**src/rtl/pc_run_controller.sv**
```systemverilog
// pc_run_controller: run-control sequencer for a core's PC incrementor.
// Handles start/stop/resume/step commands and stall gating, halts at halt_addr, and keeps cycle/instruction counts.
module pc_run_controller #(
    parameter int PC_WIDTH  = 9,
    parameter int CNT_WIDTH = 32
) (
    input  logic                 clk,
    input  logic                 reset,
    input  logic                 start,
    input  logic                 stop,
    input  logic                 resume,
    input  logic                 single_step,
    input  logic                 stall,
    input  logic [PC_WIDTH-1:0]  halt_addr,
    input  logic [PC_WIDTH-1:0]  pc_in,
    output logic                 pc_en,
    output logic                 pc_clr,
    output logic                 running,
    output logic                 halted,
    output logic [CNT_WIDTH-1:0] cycle_count,
    output logic [CNT_WIDTH-1:0] inst_count
);
    localparam logic [2:0] IDLE   = 3'd0;
    localparam logic [2:0] CLEAR  = 3'd1;
    localparam logic [2:0] RUN    = 3'd2;
    localparam logic [2:0] STEP   = 3'd3;
    localparam logic [2:0] HALTED = 3'd4;
    localparam logic [CNT_WIDTH-1:0] CNT_MAX = '1;

    logic [2:0] state, state_nxt;
    logic       at_halt, active;

    assign at_halt = pc_in == halt_addr;
    assign active  = state == RUN || state == STEP;
    // Combinational so a stall or stop blocks the advance in the same cycle.
    assign pc_en   = !stall && !stop && ((state == RUN && !at_halt) || state == STEP);

    always_comb begin
        state_nxt = state;
        case (state)
            IDLE:    state_nxt = start ? CLEAR : IDLE;
            CLEAR:   state_nxt = RUN;
            RUN:     state_nxt = (stop || (at_halt && !stall)) ? HALTED : RUN;
            STEP:    state_nxt = (stop || !stall) ? HALTED : STEP;
            HALTED:  state_nxt = start ? CLEAR : resume ? RUN : single_step ? STEP : HALTED;
            default: state_nxt = IDLE;
        endcase
    end

    always_ff @(posedge clk or posedge reset) begin
        if (reset) begin
            state       <= IDLE;
            pc_clr      <= 1'b0;
            running     <= 1'b0;
            halted      <= 1'b0;
            cycle_count <= '0;
            inst_count  <= '0;
        end else begin
            state   <= state_nxt;
            pc_clr  <= state_nxt == CLEAR;
            running <= state_nxt == RUN || state_nxt == STEP;
            halted  <= state_nxt == HALTED;
            if (state == CLEAR) begin
                cycle_count <= '0;
                inst_count  <= '0;
            end else if (active) begin
                if (cycle_count != CNT_MAX) cycle_count <= cycle_count + CNT_WIDTH'(1);
                if (pc_en && inst_count != CNT_MAX) inst_count <= inst_count + CNT_WIDTH'(1);
            end
        end
    end
endmodule

```
**config.mk**
```make
export PLATFORM = sky130hd
export DESIGN_NAME = pc_run_controller
export DESIGN_NICKNAME = d
export VERILOG_FILES = /design/src/rtl/pc_run_controller.sv
export SDC_FILE = /design/constraint.sdc
export NUM_CORES = 1
export LEC_CHECK = 0
export CORE_ASPECT_RATIO = 1.4
export CORE_MARGIN = 4
export CORE_UTILIZATION = 56
export CTS_BUF_LIST = sky130_fd_sc_hd__clkbuf_4 sky130_fd_sc_hd__clkbuf_8
export DETAILED_ROUTE_END_ITERATION = 7
export GPL_TIMING_DRIVEN = 0
export PLACE_DENSITY = 0.93
export SYNTH_ARGS = -nofsm -noshare
export SYNTH_HDL_FRONTEND = slang
export SYNTH_SLANG_ARGS = --single-unit
export TNS_END_PERCENT = 5
```
**constraint.sdc**
```tcl
create_clock -name clk -period 4.3 [get_ports clk]
set_clock_uncertainty 0.05 [all_clocks]
set_input_delay 1.075 -clock clk [delete_from_list [all_inputs] [get_ports clk]]
set_output_delay 1.075 -clock clk [all_outputs]
set_load 0.01 [all_outputs]
```
==> key figures, run 1 <==
Outcome
  – Outcome: finished clean

Floorplanning
  – Starting density of the core: 0.5741
  – Core Box Area: between 6000 and 7000 sq um
  – Die area: 8544 sq um
  – Chip width: about 79 um
  – Site Rows: 36
  – Die Ht: 107.8 um
  – Top Ports: 93

GRT
  – Largest net degree at the start of global routing: 71
  – Gr usage total: 0.2655
  – Gr ovfl total: 0
  – Vias in the first global route: just under 4,000
  – Initial antenna violation count: 0
  – Global-route wire length before repair: around 18 mm

Placement
  – RD Place Congestion: just over 0.9
  – Cell area after placement: 5025 sq um
  – Number of buffers added on ports: 92
  – Detail Placement HPWL: 7.620 mm

STA
  – Period utilization: 0.9464
  – Setup_tns: 0 ns
  – Worst-Margin Slew: about 0.87 ns
  – Tmin final: between 4 and 5 ns
  – RSZ-0062 raised after global routing: no
  – Setup Viol. Count Final: 0
  – Worst slew margin relative to its limit: 0.4223
  – Final hold viol count: 0
  – Fin. max-slew vios: 0
  – Fmax: about 0.25 GHz

Finish
  – Filler cell count: between 400 and 500
  – Area of the multi-input gates: just over 2000 sq um
  – Register area: ~1800 sq um
  – Finished Cell Area: 5270 sq um
  – Area growth syn-to-layout: 32.33%
  – Final-stage net count: roughly 570
  – Layout cells sized above 1: 0.08991
  – Diode count: 0

Yosys
  – Yosys cell types: 45
  – Mapped Cells: ~430
  – Synth async-reset ratio: 1.000
  – Post-synthesis sequential area ratio: 0.4398
  – Post-synth EDFFs: 0
  – Number of synthesized register bits: 70
  – Net Count, Synth: approximately 460
  – Yosys warns: 0
  – Post-Syn Area: ~4000 sq um
  – Mean Syn Cell Area: slightly above 9 sq um
  – Most common flop cell mapped by yosys: dfrtp_1

Drt
  – Pre-antenna DRT Iters: 5
  – Antenna violation net count after detailed routing: 0
  – DRT iter0 DRCs: roughly 320
  – Total number of vias: 3,980
  – Routed WL: between 10 and 15 mm
  – Post-DR wirelength/cell: roughly 17 um
  – DRC viols: 0
  – Routed vias/inst: about 6.2

Run
  – Max cap viols: 0

Power and ir drop
  – Leakage: 2.174 nW
  – Peak VDD IR: roughly 0.29 mV
  – Pwr dens: approximately 360 nW/um^2

Clocking
  – Sinks on Clock Net: 70
  – Root buffer cell: clkbuf_8
  – Clk buf depth: 2
  – CTS H-Tree Depth: 3
  – Clock Latency Late Sink: 0.35 ns
  – CTS buffer count: 9
  – CTS resizes: 0
  – CTS tree: yes
  – CTS clk-pin slew, worst paths: about 0.070 ns

Hold path
  – Worst min path class: reg2reg

Worst setup path
  – Crit start category: input port
  – CP Capture Type: primary output
  – WP data arrival: roughly 3 ns
  – Worst Path Max Fanout: 5
  – CP required: 3.17 ns
  – Critical path class: in2out
[cells in the mapped netlist (2+ instances only)]
cell,count,share of area
buf_2,6,0.0075
or3_1,4,0.0063
o211ai_1,4,0.0075
mux2i_1,7,0.018
o21a_1,5,0.0094
nand4_1,17,0.027
a41oi_1,6,0.013
nor3_2,6,0.015
buf_6,5,0.014
nor3b_1,3,0.0057
nand3_1,24,0.030
a31oi_1,19,0.030
a21oi_1,26,0.033
and4_1,3,0.0066
nor2_1,44,0.041
nand2_1,47,0.044
o311ai_4,2,0.013
and2_1,3,0.0047
dfrtp_1,70,0.44
a21o_1,2,0.0038
or2_2,4,0.0063
clkbuf_1,7,0.0066
nor4_1,5,0.0079
and3_1,15,0.024
inv_1,10,0.0094
nor2b_1,2,0.0031
xor2_1,9,0.020
nor3_1,17,0.021
xnor2_1,27,0.059
ha_1,2,0.0063
o21ai_0,15,0.019
o31ai_1,5,0.0094
[area by class of cell]
cell class                 count  share of cell area
timing repair buffer          95              0.1790
buffer                        19             0.02208
tap                           95             0.02255
inverter                      10            0.007597
clock inverter                 7             0.01876
sequential                    70              0.3324
clock buffer                   9             0.02350
multi-input combinational    335              0.3941
[report_power, final]
group / total [W] / internal (W) / switching (W) / leakage, nW
logic: 0.000554 / 0.000191 / 0.000363 / 1.10
clock network: 0.000594 / 0.000328 / 0.000265 / 0.109
registers: 0.000755 / 0.000700 / 0.0000548 / 0.964
total: 0.00190 / 0.00122 / 0.000683 / 2.17
[cells in the final DEF, fill, tap and decap left out, types with 6 or more instances in the layout]
master	instances
nand3_1	24
o21ai_0	15
buf_2	6
inv_1	9
a31oi_1	19
mux2i_1	7
xnor2_1	27
nor3_1	17
nor3_2	6
nand4_1	17
and3_1	15
clkbuf_1	7
a21oi_1	26
dfrtp_1	70
clkbuf_8	9
nor2_1	44
a41oi_1	6
xor2_1	9
nand2_1	47
clkdlybuf4s50_1	92
[worst max-delay path, stage by stage]
cell             delay, ns
clkdlybuf4s50_1       0.41
xor2_1                0.16
nor4_1                0.32
nand4_1               0.19
o21a_1                0.27
clkdlybuf4s50_1       0.50
[flip-flops by register name, summed over array words and instances, names as in the netlist]
signal / count
running: 1
cycle_count: 32
pc_clr: 1
inst_count: 32
halted: 1
state: 3
[per-layer routing]
layer,share of wire,global-route usage
met1,0.36,0.3020
met2,0.52,0.4831
met3,0.088,0.04941
met4,0.030,0.1057
met5,0,0
[what timing repair did]
item | 4_1_cts | 5_1_grt
endpoints found under the setup margin | 0 | 1
buffers inserted | 0 | 3
hold buffers | 0 | 0
[cells by family (layout without fill, tap and decap cells)]
logic type	count (synthesis)	after routing	share of synthesized area
DFF	70	70	0.4398
AOI/OAI and AO/OA	89	89	0.1502
muxes	7	7	0.01759
buffers and inverters	29	140	0.03864
and+or+nand+nor	201	201	0.2683
xor gates and xnor gates	36	36	0.07917
adders and majority gates	2	2	0.006282
[path summary, 6_finish.rpt]
kind                                      from               to  slack [ns]  cells past startpoint
worst min register to register  inst_count[12]   inst_count[12]        0.46                      1
max in group asynchronous                reset   inst_count[26]        2.43                      2
worst max register to register        state[1]  cycle_count[19]        1.79                      6
worst max-delay path              halt_addr[4]            pc_en        0.23                      6
min in group asynchronous                reset  cycle_count[25]        1.21                      2
worst min-delay path            inst_count[12]   inst_count[12]        0.46                      1
[metrics by stage]
| stage | util | setup WS [ns] | power [W] | hold WS [ns] | instances |
|---|---|---|---|---|---|
| after floorplan | - | 1.222 | 0.001086 | 0.4772 | 434 |
| after global placement | 0.7240 | 0.1751 | 0.001290 | 0.4321 | 621 |
| after detailed placement | 0.7244 | 0.1221 | 0.001303 | 0.4431 | 621 |
| after CTS | 0.7565 | 0.1120 | 0.001899 | 0.4552 | 637 |
| after global routing | 0.7597 | 0.1078 | 0.001989 | 0.4890 | 640 |
| final | 0.7597 | 0.2304 | 0.001902 | 0.4582 | 640 |
Note: power is estimated with default switching activity, not from simulation.
==> run 2: changes to the inputs <==
Settings changed: CORE_UTILIZATION 56 to 34, PLACE_DENSITY 0.93 to 0.65.
Clock period 4.3 ns to 3.5 ns, I/O delays scaled along.
==> key figures, run 2 (synthesized netlist as in run 1, its figures left out) <==
Finish
  – Area of the multi-input gates: around 2100 sq um
  – Filler cell count: about 1,100
  – Highest-count cells in the layout ignoring fill and taps: clkdlybuf4s50_1 (91), dfrtp_1 (70), nand2_1 (47)
  – Final-stage net count: roughly 570
  – Largest regs: cycle_count: 32 flops, inst_count: 32 flops, state: 3 flops
  – Finished Cell Area: roughly 5300 sq um
  – Area growth syn-to-layout: 33.18%
  – Layout cells sized above 1: 0.09341
  – Register area: approximately 1800 sq um
  – Most common cell after layout, fill and taps aside: clkdlybuf4s50_1
  – Diode count: 0
  – Core Util, Final: 0.4654

Floorplanning
  – Die Ht: roughly 140 um
  – Top Ports: 93
  – Die area: ~14,000 sq um
  – Chip width: between 90 and 100 um
  – Site Rows: 46
  – Core Box Area: roughly 11,000 sq um
  – Starting density of the core: 0.3495

STA
  – Worst slew margin relative to its limit: 0.5682
  – Setup Viol. Count Final: 0
  – Final hold viol count: 0
  – Period utilization: 0.9694
  – Tmin final: between 3 and 4 ns
  – Worst-Margin Slew: 0.6478 ns
  – Setup_tns: 0 ns
  – Fmax: about 0.3 GHz
  – Fin. max-slew vios: 0
  – RSZ-0062 raised after global routing: no
  – Worst setup margin: approximately 0.11 ns

GRT
  – Initial antenna violation count: 0
  – Vias in the first global route: between 3,000 and 4,000
  – Gr ovfl total: 0
  – Largest net degree at the start of global routing: 39
  – Gr usage total: 0.1714
  – Global-route wire length before repair: 18.70 mm

Clocking
  – CTS clk-pin slew, worst paths: roughly 0.070 ns
  – Root buffer cell: clkbuf_8
  – Post-cts hold buffer count: 0
  – CTS H-Tree Depth: 3
  – Clock Latency Late Sink: 0.36 ns
  – CTS tree: yes
  – CTS buffer count: 9
  – Clk buf depth: 2
  – Sinks on Clock Net: 70

Worst setup path
  – Critical path class: in2out
  – WP data arrival: 2.47 ns
  – Crit start category: input port
  – Worst Path Max Fanout: 2
  – CP Capture Type: primary output
  – CP required: 2.57 ns

Run
  – Max cap viols: 0

Drt
  – Antenna violation net count after detailed routing: 0
  – Routed vias/inst: about 5.5
  – Total number of vias: 3,800
  – DRT iter0 DRCs: 160
  – Post-DR wirelength/cell: about 16 um
  – DRC viols: 0
  – Pre-antenna DRT Iters: 4
  – Routed WL: around 11 mm

Hold path
  – Worst min path class: reg2reg

Power and ir drop
  – Leakage: between 2 and 2.5 nW
  – Pwr dens: about 420 nW/um^2
  – Tot Pwr: between 0.002 and 0.0025 W
  – Peak VDD IR: between 0.2 and 0.25 mV

Placement
  – RD Place Congestion: about 0.84
  – Cell area after placement: about 5100 sq um
  – Setup slack at placement: -0.3453 ns
  – Number of buffers added on ports: between 90 and 100
  – Detail Placement HPWL: between 8 and 9 mm

Outcome
  – Outcome: finished clean
[run 2: cell count changes in the layout (fill, tap and decap cells not counted), sizes merged]
cell / before / now
bufinv: 2 / 0
clkbuf: 16 / 18
buf: 15 / 16
clkdlybuf4s50: 92 / 91
clkinv: 4 / 5
clkinvlp: 1 / 0
dlygate4sd2: 0 / 1
[run 2: worst paths after layout]
path | from | cells past startpoint | slack, ns | end
worst min-delay path | inst_count[12] | 1 | 0.47 | inst_count[12]
worst max register to register | inst_count[0] | 9 | 0.91 | inst_count[15]
min in group asynchronous | reset | 2 | 0.84 | inst_count[19]
worst min register to register | inst_count[12] | 1 | 0.47 | inst_count[12]
max in group asynchronous | reset | 3 | 2.02 | cycle_count[11]
worst max-delay path | halt_addr[4] | 6 | 0.11 | pc_en
[run 2: final cells by class]
cell class                 count  area share
clock buffer                  11     0.02736
timing repair buffer          96      0.1814
tap                          144     0.03397
clock inverter                 5    0.004718
inverter                      10    0.007549
sequential                    70      0.3303
buffer                        19     0.02194
multi-input combinational    335      0.3928
[run 2: metrics by stage]
stage | hold WS [ns] | std cells
finish | 0.4667 | 690
global route | 0.5014 | 690
global placement | 0.4371 | 670
detailed placement | 0.4548 | 671
floorplan | 0.4772 | 434
CTS | 0.4708 | 690
[run 2: power breakdown]
group | total, W | switching, W | leakage, nW | internal, W
logic | 0.000685 | 0.000448 | 1.12 | 0.000237
registers | 0.000927 | 0.0000666 | 0.964 | 0.000860
clock network | 0.000593 | 0.000314 | 0.0961 | 0.000278
total | 0.00220 | 0.000829 | 2.18 | 0.00138
[run 2: worst max-delay path, cell delays in order]
cell	delay, ns
clkdlybuf4s50_1	0.41
xor2_1	0.17
nor4_2	0.30
nand4_1	0.17
o21a_1	0.25
dlygate4sd2_1	0.29
[run 2: routing by layer]
metal,routed length (um),global-route usage,up-vias,part of all wire
li1,-,-,1792,-
met1,4659,0.2023,1881,0.41
met2,5841,0.2960,111,0.52
met3,604,0.03645,16,0.053
met4,225,0.07897,0,0.020
met5,0,0,-,0
[run 2: timing repair]
| item | CTS | global route |
|---|---|---|
| resized for setup | 2 | 0 |
| setup endpoints to repair | 1 | 0 |
| setup buffers | 3 | 0 |
